$ cat src/rtl/alu_share_arb.sv
// Round-robin scheduler sharing one ALU between two requesters, with a held response register.
// Optional macro ALU_ARB_MULCYC_EN stretches EXEC to MUL_LAT cycles for MUL ops.
module alu_share_arb #(
    parameter int WIDTH   = 32,
    parameter int MUL_LAT = 4
) (
    input  logic             clk_i,
    input  logic             rst_i,
    input  logic             req0_valid_i,
    output logic             req0_ready_o,
    input  logic [2:0]       req0_op_i,
    input  logic [WIDTH-1:0] req0_a_i,
    input  logic [WIDTH-1:0] req0_b_i,
    input  logic             req1_valid_i,
    output logic             req1_ready_o,
    input  logic [2:0]       req1_op_i,
    input  logic [WIDTH-1:0] req1_a_i,
    input  logic [WIDTH-1:0] req1_b_i,
    output logic [WIDTH-1:0] alu_data1_o,
    output logic [WIDTH-1:0] alu_data2_o,
    output logic [2:0]       alu_ctrl_o,
    input  logic [WIDTH-1:0] alu_data_i,
    input  logic             alu_zero_i,
    output logic             rsp_valid_o,
    input  logic             rsp_ready_i,
    output logic [WIDTH-1:0] rsp_data_o,
    output logic             rsp_zero_o,
    output logic             rsp_id_o,
    output logic             busy_o
);

    typedef enum logic [1:0] {IDLE, EXEC, RESP} state_t;

    state_t           state_q, state_d;
    logic             last_grant_q;
    logic             grant0, grant1, accept, capture;
    logic [2:0]       sel_op;
    logic [2:0]       op_q;
    logic [WIDTH-1:0] a_q, b_q;
    logic             id_q;
    logic [WIDTH-1:0] rsp_data_q;
    logic             rsp_zero_q, rsp_id_q;

    // A tie goes to whichever requester did not win last time
    assign grant0 = req0_valid_i && (!req1_valid_i || last_grant_q);
    assign grant1 = req1_valid_i && (!req0_valid_i || !last_grant_q);
    assign accept = (state_q == IDLE) && (grant0 || grant1);
    assign sel_op = grant0 ? req0_op_i : req1_op_i;

`ifdef ALU_ARB_MULCYC_EN
    localparam logic [3:0] MUL_CNT = 4'(MUL_LAT);
    logic [3:0] cnt_q;

    always_ff @(posedge clk_i or negedge rst_i) begin
        if (!rst_i) begin
            cnt_q <= 4'd0;
        end else if (accept) begin
            cnt_q <= (sel_op == 3'b101) ? MUL_CNT : 4'd1;
        end else if (state_q == EXEC && cnt_q != 4'd1) begin
            cnt_q <= cnt_q - 4'd1;
        end
    end

    assign capture = (state_q == EXEC) && (cnt_q == 4'd1);
`else
    localparam int mul_lat_unused = MUL_LAT;
    assign capture = (state_q == EXEC);
`endif

    always_ff @(posedge clk_i or negedge rst_i) begin
        if (!rst_i) state_q <= IDLE;
        else        state_q <= state_d;
    end

    always_comb begin
        state_d = state_q;
        case (state_q)
            IDLE:    if (accept)      state_d = EXEC;
            EXEC:    if (capture)     state_d = RESP;
            RESP:    if (rsp_ready_i) state_d = IDLE;
            default:                  state_d = IDLE;
        endcase
    end

    always_comb begin
        req0_ready_o = 1'b0;
        req1_ready_o = 1'b0;
        rsp_valid_o  = 1'b0;
        busy_o       = (state_q != IDLE);
        if (state_q == IDLE) begin
            req0_ready_o = grant0;
            req1_ready_o = grant1;
        end
        if (state_q == RESP) rsp_valid_o = 1'b1;
    end

    // Operand registers also drive the ALU, so its inputs hold their last values while idle
    always_ff @(posedge clk_i or negedge rst_i) begin
        if (!rst_i) begin
            op_q         <= 3'd0;
            a_q          <= '0;
            b_q          <= '0;
            id_q         <= 1'b0;
            last_grant_q <= 1'b1;
        end else if (accept) begin
            op_q         <= sel_op;
            a_q          <= grant0 ? req0_a_i : req1_a_i;
            b_q          <= grant0 ? req0_b_i : req1_b_i;
            id_q         <= grant1;
            last_grant_q <= grant1;
        end
    end

    always_ff @(posedge clk_i or negedge rst_i) begin
        if (!rst_i) begin
            rsp_data_q <= '0;
            rsp_zero_q <= 1'b0;
            rsp_id_q   <= 1'b0;
        end else if (capture) begin
            rsp_data_q <= alu_data_i;
            rsp_zero_q <= alu_zero_i;
            rsp_id_q   <= id_q;
        end
    end

    assign alu_data1_o = a_q;
    assign alu_data2_o = b_q;
    assign alu_ctrl_o  = op_q;
    assign rsp_data_o  = rsp_data_q;
    assign rsp_zero_o  = rsp_zero_q;
    assign rsp_id_o    = rsp_id_q;

endmodule

$ cat config.mk
export PLATFORM = sky130hd
export DESIGN_NAME = alu_share_arb
export DESIGN_NICKNAME = d
export VERILOG_FILES = /design/src/rtl/alu_share_arb.sv
export SDC_FILE = /design/constraint.sdc
export NUM_CORES = 1
export LEC_CHECK = 0
export CORE_ASPECT_RATIO = 0.8
export CORE_MARGIN = 3
export CORE_UTILIZATION = 35
export DETAILED_ROUTE_END_ITERATION = 10
export PLACE_DENSITY_LB_ADDON = 0.05
export SETUP_SLACK_MARGIN = 0.3
export SKIP_CTS_REPAIR_TIMING = 1
export SYNTH_ARGS = -nofsm -noshare
export SYNTH_HDL_FRONTEND = slang
export SYNTH_SLANG_ARGS = --single-unit
$ cat constraint.sdc
create_clock -name clk_i -period 1.6 [get_ports clk_i]
set_clock_uncertainty 0.15 [all_clocks]
set_input_delay 0.32 -clock clk_i [delete_from_list [all_inputs] [get_ports clk_i]]
set_output_delay 0.32 -clock clk_i [all_outputs]
set_load 0.01 [all_outputs]
==> results_dict.tcl, run 1 <==
set metrics [dict create \
    status "complete, but fails checks" \
    violations "setup timing" \
    clockRootBuffer "clkbuf_16" \
    max_freq_mhz 548.8 \
    grt_max_degree 72 \
    synth_seq_area_share_pct 53.49 \
    irDropWorstVdd_uv 1081 \
    synth_ff_type "dfrtp_1" \
    dpl_cell_area_um2 7899 \
    cellPowerDensity_nw_per_um2 1902 \
    worstPathRequired_ns 1.13 \
    ys_top_cells_by_area "dfrtp_1 53%, mux2_2 7.8%, a21oi_1 6.9%" \
    r2r_slack_ns -0.19 \
    path_max_fanout 4 \
    die_w_um 138.5 \
    grt_pass1_vias 5006 \
    synth_edf_count 0 \
    grtUsageMet3_pct 6.827 \
    use_met2_pct 36.28 \
    syn_area_per_cell_um2 10.22 \
    h-tree-depth 3 \
    cp_cell_sequence "buf_4 -> nand2_1 -> and3_4 -> buf_6" \
    maxCapViolCount 0 \
    die_y_um 112.0 \
    routed_via_density 5.364 \
    tightest_slew_ns 0.7081 \
    track_usage_pct 22.23 \
    hp-class "in2reg" \
    gp_congestion 0.7990 \
    finalSetupViolations 92 \
    worstPathArrival_ns 1.35 \
    antenna_left 0 \
    drt-pass1-iter-count 6 \
    drt-initial-drc-count 391 \
    reg2reg_to "alu_data1_o[20]$_DFFE_PN0P_" \
    clkTransAtPathRegs_ns 0.07 \
    synth_nets 653 \
    drive_gt1_share_pct 35.95 \
    ioPinCount 277 \
    nFillCells 1072 \
    fin_util_pct 66.02 \
    r2r_cells 8 \
    timing.final.ws_setup_ns -0.2222 \
    cts_buffers 9 \
    rows 38 \
    clk_path_buf_depth 2 \
    hold_viol 0 \
    worstHoldStart "req0_valid_i" \
    r2r_start "state_q[0]$_DFFE_PN0P_" \
    area_growth_pct 83.30 \
    syn_area_um2 4915 \
    rsz0062_at_grt "true" \
    fin_crit_ns 1.822 \
    met1_usage_pct 29.11 \
    hold_depth 2 \
    busiest_layer "met2" \
    syn_inst 481 \
    period_share_pct 113.9 \
    core-area_um2 13650 \
    initial_core_util_pct 36.02 \
    die_area_um2 15510 \
    grt_pass1_wl_um 27710 \
    drt-wirelength-per-cell_um 21.05 \
    final_common_cell "clkdlybuf4s50_1" \
    totalWireLength_um 20950 \
    portBuffers 276 \
    worst_setup_path_start_kind "register" \
    num_vias 5337 \
    cpPeakStageDelay_ns 0.53 \
    ys_warn_count 0 \
    ys_types 23 \
    leakage_nw 3.919 \
    synthArstFlopShare_pct 100.0 \
    cp-end-kind "primary output" \
    hpwlAfterDp_um 11960 \
    cts_tree "done" \
    cp-endpoint "req1_ready_o" \
    clock_latency_ns 0.34 \
    slowest_stage "dfstp_2" \
    ys_ff_latch 105 \
    diodes 0 \
    grt_antenna_before_repair 1 \
    power_mw 17.14 \
    path_class "reg2out" \
    layout_common_cells "168 x clkdlybuf4s50_1, 104 x dfrtp_1, 67 x a21oi_1" \
    drc 0 \
    cts_sinks 105 \
    grt_overflow_total 0 \
    tns_ns -8.938 \
    fin_nets 983 \
    design_area_um2 9009 \
    synth_top_area_share_pct 52.95 \
    slew_violations 0 \
    yosys.area.top_type "dfrtp_1" \
    critPathLaunch "last_grant_q$_DFFE_PN1P_" \
    relSlewSlack_pct 52.80 \
]
[final cells by class]
type                            instances  area [um^2]  area share, %
Sequential cell                       105         2629          29.18
Clock buffer                            9        225.2          2.500
Inverter                                3        11.26         0.1250
Timing Repair Buffer                  374         3593          39.89
Tap cell                              180        225.2          2.500
Multi-Input combinational cell        318         2271          25.21
Clock inverter                          6        53.80         0.5972
[critical path, delay by kind of cell (launching register included)]
family / cells / cell delay [ns]
buf+inv: 2 / 0.24
simple gates: 2 / 0.24
flops: 1 / 0.53
[routing by layer]
metal  vias up  part of all wire (%)
li1       2442                     -
met1      2600                    41
met2       262                    48
met3        31                   8.4
met4         2                   2.0
met5         -                 0.033
[report_power, final]
group / leakage, nW / internal [mW] / switching, mW
clock network: 0.134 / 1.07 / 1.05
logic: 2.59 / 5.64 / 4.52
registers: 1.19 / 4.04 / 0.813
total: 3.92 / 10.8 / 6.38
[cells by family (layout without fill, tap and decap cells)]
family                 after synthesis  in the layout  synth area share [%]
AO/OA/AOI/OAI                      205            205                 25.20
buffers and inverters               59            392                 5.448
flip-flops                         105            105                 53.49
multiplexers                        34             34                 7.790
AND/OR/NAND/NOR                     78             79                 8.070
[worst min path at each step]
stage / endpoint
final: last_grant_q$_DFFE_PN1P_
after global routing: last_grant_q$_DFFE_PN1P_
after CTS: alu_data2_o[30]$_DFFE_PN0P_
after detailed placement: alu_data2_o[30]$_DFFE_PN0P_
after global placement: alu_data2_o[30]$_DFFE_PN0P_
after floorplan: alu_ctrl_o[0]$_DFFE_PN0P_
[metrics by stage]
step / worst slack [ns] / hold WS [ns] / cells
floorplan: -0.01396 / -0.1256 / 481
global placement: -0.5348 / 0.2304 / 905
detailed placement: -0.5657 / 0.2368 / 905
CTS: -0.6519 / -0.1422 / 920
global route: -0.2900 / 0.07753 / 995
finish: -0.2222 / 0.08477 / 995
[synthesized netlist by cell type, types with 2 or more instances]
cell type and number:
clkbuf_1 39, o21ai_1 3, dfrtp_1 104, nand2b_1 3, buf_2 12, buf_6 4, a31oi_1 48, nand2_1 2
inv_1 3, nand3_1 67, a31oi_2 20, a21oi_1 68, o21ai_0 65, mux2_2 34
[state kept, by name, summed over array words and instances, names as in the netlist]
register and cells:
alu_data2_o 32, rsp_data_o 32, alu_data1_o 32, rsp_id_o 1, last_grant_q 1, id_q 1
state_q 2, rsp_zero_o 1, alu_ctrl_o 3
Note: power is estimated with default switching activity, not from simulation.
==> inputs of run 2 (changes only) <==
HOLD_SLACK_MARGIN = 0.06   (was not set)
SLEW_MARGIN = 20   (was not set)
==> results of run 2 <==
Same layout as run 1: the final DEF is identical, and so are final timing and power.
